[config.mk]
export PLATFORM = sky130hd
export DESIGN_NAME = window_fetch
export DESIGN_NICKNAME = d
export VERILOG_FILES = /design/src/rtl/window_fetch.sv
export SDC_FILE = /design/constraint.sdc
export NUM_CORES = 1
export LEC_CHECK = 0
export CORE_UTILIZATION = 44
export DETAILED_ROUTE_END_ITERATION = 12
export HOLD_SLACK_MARGIN = 0.12
export PLACE_DENSITY_LB_ADDON = 0.3
export SETUP_SLACK_MARGIN = 0.5
export SYNTH_ARGS = -nofsm -noshare
export SYNTH_HDL_FRONTEND = slang
export SYNTH_SLANG_ARGS = --single-unit
[constraint.sdc]
create_clock -name clk -period 3.4 [get_ports clk]
set_clock_uncertainty 0.2 [all_clocks]
set_input_delay 0.68 -clock clk [delete_from_list [all_inputs] [get_ports clk]]
set_output_delay 0.68 -clock clk [all_outputs]
set_load 0.05 [all_outputs]
[src/rtl/window_fetch.sv]
// Median-filter front end: scans 3x3 windows of a 64x64 image in raster order,
// fetching pixels from image memory and presenting each window over valid/ready.
module window_fetch #(
  parameter int unsigned PIX_W    = 8,
  parameter int unsigned IDX_W    = 6,
  parameter int unsigned LAST_IDX = 61
) (
  input  logic               clk,
  input  logic               rst_n,
  input  logic               start,
  input  logic [IDX_W-1:0]   n_col,
  input  logic [IDX_W-1:0]   n_row,
  output logic [IDX_W-1:0]   p_col,
  output logic [IDX_W-1:0]   p_row,
  output logic               mem_rd_en,
  output logic [2*IDX_W-1:0] mem_addr,
  input  logic [PIX_W-1:0]   mem_rd_data,
  output logic               win_valid,
  input  logic               win_ready,
  output logic [9*PIX_W-1:0] win_data,
  output logic [IDX_W-1:0]   win_row,
  output logic [IDX_W-1:0]   win_col,
  output logic               busy,
  output logic               done
);

  typedef enum logic [2:0] {StIdle, StFetch, StWait, StHold, StDone} state_e;

  localparam logic [IDX_W-1:0] LastIdx = IDX_W'(LAST_IDX);

  state_e             state_q, state_d;
  logic [IDX_W-1:0]   p_row_q, p_row_d, p_col_q, p_col_d;
  logic [IDX_W-1:0]   win_row_q, win_row_d, win_col_q, win_col_d;
  logic [1:0]         rd_r_q, rd_r_d, rd_c_q, rd_c_d;
  logic               pend_q, pend_d;
  logic [3:0]         pend_slot_q, pend_slot_d;
  logic [PIX_W-1:0]   win_q [9];
  logic [PIX_W-1:0]   win_d [9];
  logic [3:0]         rd_slot;

  assign rd_slot = 4'({2'b00, rd_r_q} * 4'd3) + {2'b00, rd_c_q};

  always_comb begin
    state_d     = state_q;
    p_row_d     = p_row_q;
    p_col_d     = p_col_q;
    win_row_d   = win_row_q;
    win_col_d   = win_col_q;
    rd_r_d      = rd_r_q;
    rd_c_d      = rd_c_q;
    pend_d      = 1'b0;
    pend_slot_d = pend_slot_q;
    win_d       = win_q;

    // Read data arrives one cycle after its strobe; drop it into the slot it was issued for.
    if (pend_q) begin
      win_d[pend_slot_q] = mem_rd_data;
    end

    unique case (state_q)
      StIdle: begin
        if (start) begin
          p_row_d = '0;
          p_col_d = '0;
          rd_r_d  = 2'd0;
          rd_c_d  = 2'd0;
          state_d = StFetch;
        end
      end
      StFetch: begin
        pend_d      = 1'b1;
        pend_slot_d = rd_slot;
        if (rd_r_q == 2'd2) begin
          rd_r_d = 2'd0;
          rd_c_d = 2'(rd_c_q + 2'd1);
          if (rd_c_q == 2'd2) begin
            state_d = StWait;
          end
        end else begin
          rd_r_d = 2'(rd_r_q + 2'd1);
        end
      end
      StWait: begin
        win_row_d = p_row_q;
        win_col_d = p_col_q;
        state_d   = StHold;
      end
      StHold: begin
        if (win_ready) begin
          if (p_row_q == LastIdx && p_col_q == LastIdx) begin
            state_d = StDone;
          end else begin
            p_row_d = n_row;
            p_col_d = n_col;
            rd_r_d  = 2'd0;
            state_d = StFetch;
            if (n_col == '0) begin
              rd_c_d = 2'd0;
            end else begin
              // Slide: keep the two rightmost columns, only column 2 is refetched.
              rd_c_d = 2'd2;
              for (int r = 0; r < 3; r++) begin
                win_d[r*3]     = win_q[r*3+1];
                win_d[r*3 + 1] = win_q[r*3+2];
              end
            end
          end
        end
      end
      StDone: begin
        state_d = StIdle;
      end
      default: begin
        state_d = StIdle;
      end
    endcase
  end

  always_ff @(posedge clk) begin
    if (!rst_n) begin
      state_q     <= StIdle;
      p_row_q     <= '0;
      p_col_q     <= '0;
      win_row_q   <= '0;
      win_col_q   <= '0;
      rd_r_q      <= 2'd0;
      rd_c_q      <= 2'd0;
      pend_q      <= 1'b0;
      pend_slot_q <= 4'd0;
      for (int i = 0; i < 9; i++) begin
        win_q[i] <= '0;
      end
    end else begin
      state_q     <= state_d;
      p_row_q     <= p_row_d;
      p_col_q     <= p_col_d;
      win_row_q   <= win_row_d;
      win_col_q   <= win_col_d;
      rd_r_q      <= rd_r_d;
      rd_c_q      <= rd_c_d;
      pend_q      <= pend_d;
      pend_slot_q <= pend_slot_d;
      win_q       <= win_d;
    end
  end

  always_comb begin
    mem_rd_en = (state_q == StFetch);
    mem_addr  = '0;
    if (mem_rd_en) begin
      mem_addr = {IDX_W'(p_row_q + IDX_W'(rd_r_q)), IDX_W'(p_col_q + IDX_W'(rd_c_q))};
    end
    for (int i = 0; i < 9; i++) begin
      win_data[i*PIX_W +: PIX_W] = win_q[i];
    end
  end

  assign p_row     = p_row_q;
  assign p_col     = p_col_q;
  assign win_row   = win_row_q;
  assign win_col   = win_col_q;
  assign win_valid = (state_q == StHold);
  assign busy      = (state_q != StIdle);
  assign done      = (state_q == StDone);

endmodule

==> results.cfg <==
[pwr]
power.leakage_nw = 2.514
total_power_w = 0.002585
irDropWorstVdd_mv = 0.2413
powerDensity_nw_per_um2 = 372.7

[setup_path]
slowest_delay_ps = 390
cp_data_required_time_ps = 2520
crit_family = adder cells
critPathLaunchType = flop
end_kind = output port
rrSetupSlack_ps = 960
path_buf_inv = 2
worstPathArrival_ps = 2010
path_cells = ha_4, inv_1, fa_2, or3_4, a21oi_4, buf_8
worstPathMaxFanout = 3
cpMaxStageDelayCell = or3_4
crit_type = flop to output port

[clocking]
cts_buffer_depth = 2
htreeDepth = 3
cts.clk_slew.worst_paths_ps = 70
hold_buffers = 0
clock_latency_ps = 350
cts_buffers = 9
clock-sinks = 108
cts_tree = yes
clockRootBuffer = clkbuf_16

[global_routing]
antenna_found_initial = 0
grt_first_pass_wirelength_um = 21940
track_usage_pct = 23.54
grt_pass1_vias = 4125
grt_overflow = 0
grt_max_degree = 95

[synthesis]
syn_inst = 529
ys_types = 50
synth_area_sq_um = 5144
ys.flop_type = dfxtp_1
async_flop_share_pct = 0
yosys_warnings = 0
syn_area_per_cell_sq_um = 9.723
synth_nets = 567
synth_edf_count = 0
synth-seq-area-share_pct = 42.03
yosysMostFrequentCell = dfxtp_1
synth_top_area_cell = dfxtp_1
synth.ff_latch_count = 108
yosys-top-cells-count = 108 x dfxtp_1, 76 x mux2i_1, 52 x nor3_1
netlist_top_cells_area = dfxtp_1 42%, mux2i_1 15%, nor3_1 5.1%, a211oi_2 4.9%, nor2_1 3.4%
synth_top_area_share_pct = 42.03

[routing]
wl_um = 14100
drtAntennaViolNets = 0
dr.pass1.iters = 4
vias = 4458
viasPerCell = 5.686
wl_per_cell_um = 17.98
dr.first_iter.drc_count = 273
drcViolationCount = 0

[timing]
worst_slack_ps = 510.3
fin_crit_sh_pct = 84.99
period_minus_slack_ps = 2890
finalMaxSlewViolations = 0
fmax_ghz = 0.3461
rsz0062_at_grt = true
final-setup-viol-count = 0
relSlewSlack_pct = 41.16
worstMarginPinSlew_ps = 877.9
tns_ps = 0
report.final.hold_viol_count = 0

[floorplanning]
die_y_um = 110.1
fp.dieW_um = 110.1
boundaryPins = 136
coreArea_sq_um = 11420
die-area_sq_um = 12130
initial_core_util_pct = 45.05
rows = 39

[placement]
post-dp-hpwl_um = 9656
place.gp.congestion = 0.8220
place_worst_setup_slack_ps = 367.7
portBuffers = 135

[final_layout]
fillerInstances = 941
area_growth_pct = 34.86
drive_above_1_share_pct = 13.73
diodes = 0
nets = 674

[min_path]
hp-class = flop to flop

[outcome]
status = finished clean

[flow_run]
drv_cap = 0
==> routing by layer <==
metal  track usage, %  wire length (um)
met1            31.46              6140
met4            9.680               227
met2            38.44              6872
met5                0                 0
met3            3.057               855
==> per-stage QoR <==
stage	util, %	cells	hold WS, ps	cell area (sq um)
after floorplan	-	529	270.4	5174
final	60.75	784	301.3	6937
after global placement	57.48	766	273.7	6564
after CTS	60.34	782	304.8	6890
after global routing	60.75	784	317.6	6937
after detailed placement	57.48	766	287.0	6564
==> final timing paths <==
path	startpoint	endpoint	cells past startpoint
hold reg to reg	win_data[5]	win_data[5]	2
setup / recovery	p_col[0]	mem_addr[4]	6
hold / removal	win_data[5]	win_data[5]	2
setup reg to reg	p_row[2]	p_row[3]	6
==> cells in the final DEF (no fill, tap or decap), types with 3 or more instances in the layout <==
master,count
nand3_1,12
a22o_1,13
a211oi_2,20
a211oi_1,21
and2_1,4
or3_1,5
nor2_1,41
buf_4,16
nand2_1,23
buf_12,6
inv_1,10
nand3b_1,5
xor2_1,3
a21oi_1,14
o21ai_0,6
nor2_2,8
dfxtp_1,104
ha_1,9
xnor2_1,3
a311oi_1,10
clkbuf_16,9
mux2i_1,76
fa_1,3
nor3_1,52
clkdlybuf4s50_1,119
==> power by group <==
group / internal, W / total, W / switching, W
Sequential: 0.00127 / 0.00128 / 0.0000104
Clock: 0.000594 / 0.00110 / 0.000511
Combinational: 0.0000676 / 0.000199 / 0.000131
==> kinds of logic after synthesis <==
kind of cell    Yosys count  share of synthesized area, %
simple gates            169                         16.44
flops                   108                         42.03
compound gates           94                         15.88
mux                      77                         15.01
buf+inv                  61                         5.619
fa+ha+maj                14                         3.989
xor+xnor                  6                         1.022
==> worst reg2reg max path, stage by stage (launching register included) <==
cell and delay [ps]:
dfxtp_1 500, nand3_2 200, o41ai_4 430, buf_4 530
nor3_1 90, buf_4 200, a22o_1 190
==> final cells by class <==
cell class                      count  area [sq um]  share of cell area, %
Sequential cell                   108          2172                  31.31
Clock inverter                      7         95.09                  1.371
Inverter                           12         46.29                 0.6674
Clock buffer                        9         225.2                  3.247
Timing Repair Buffer              145          1476                  21.28
Multi-Input combinational cell    360          2743                  39.54
Tap cell                          143         178.9                  2.579
==> repair_timing <==
action | 4_1_cts | 5_1_grt
cloned | 0 | 0
resized for setup | 6 | 9
setup buffers | 0 | 2
setup endpoints to repair | 3 | 4
pin swaps | 0 | 1
hold endpoints to repair | 0 | 0
(Power assumes the default switching activity.)
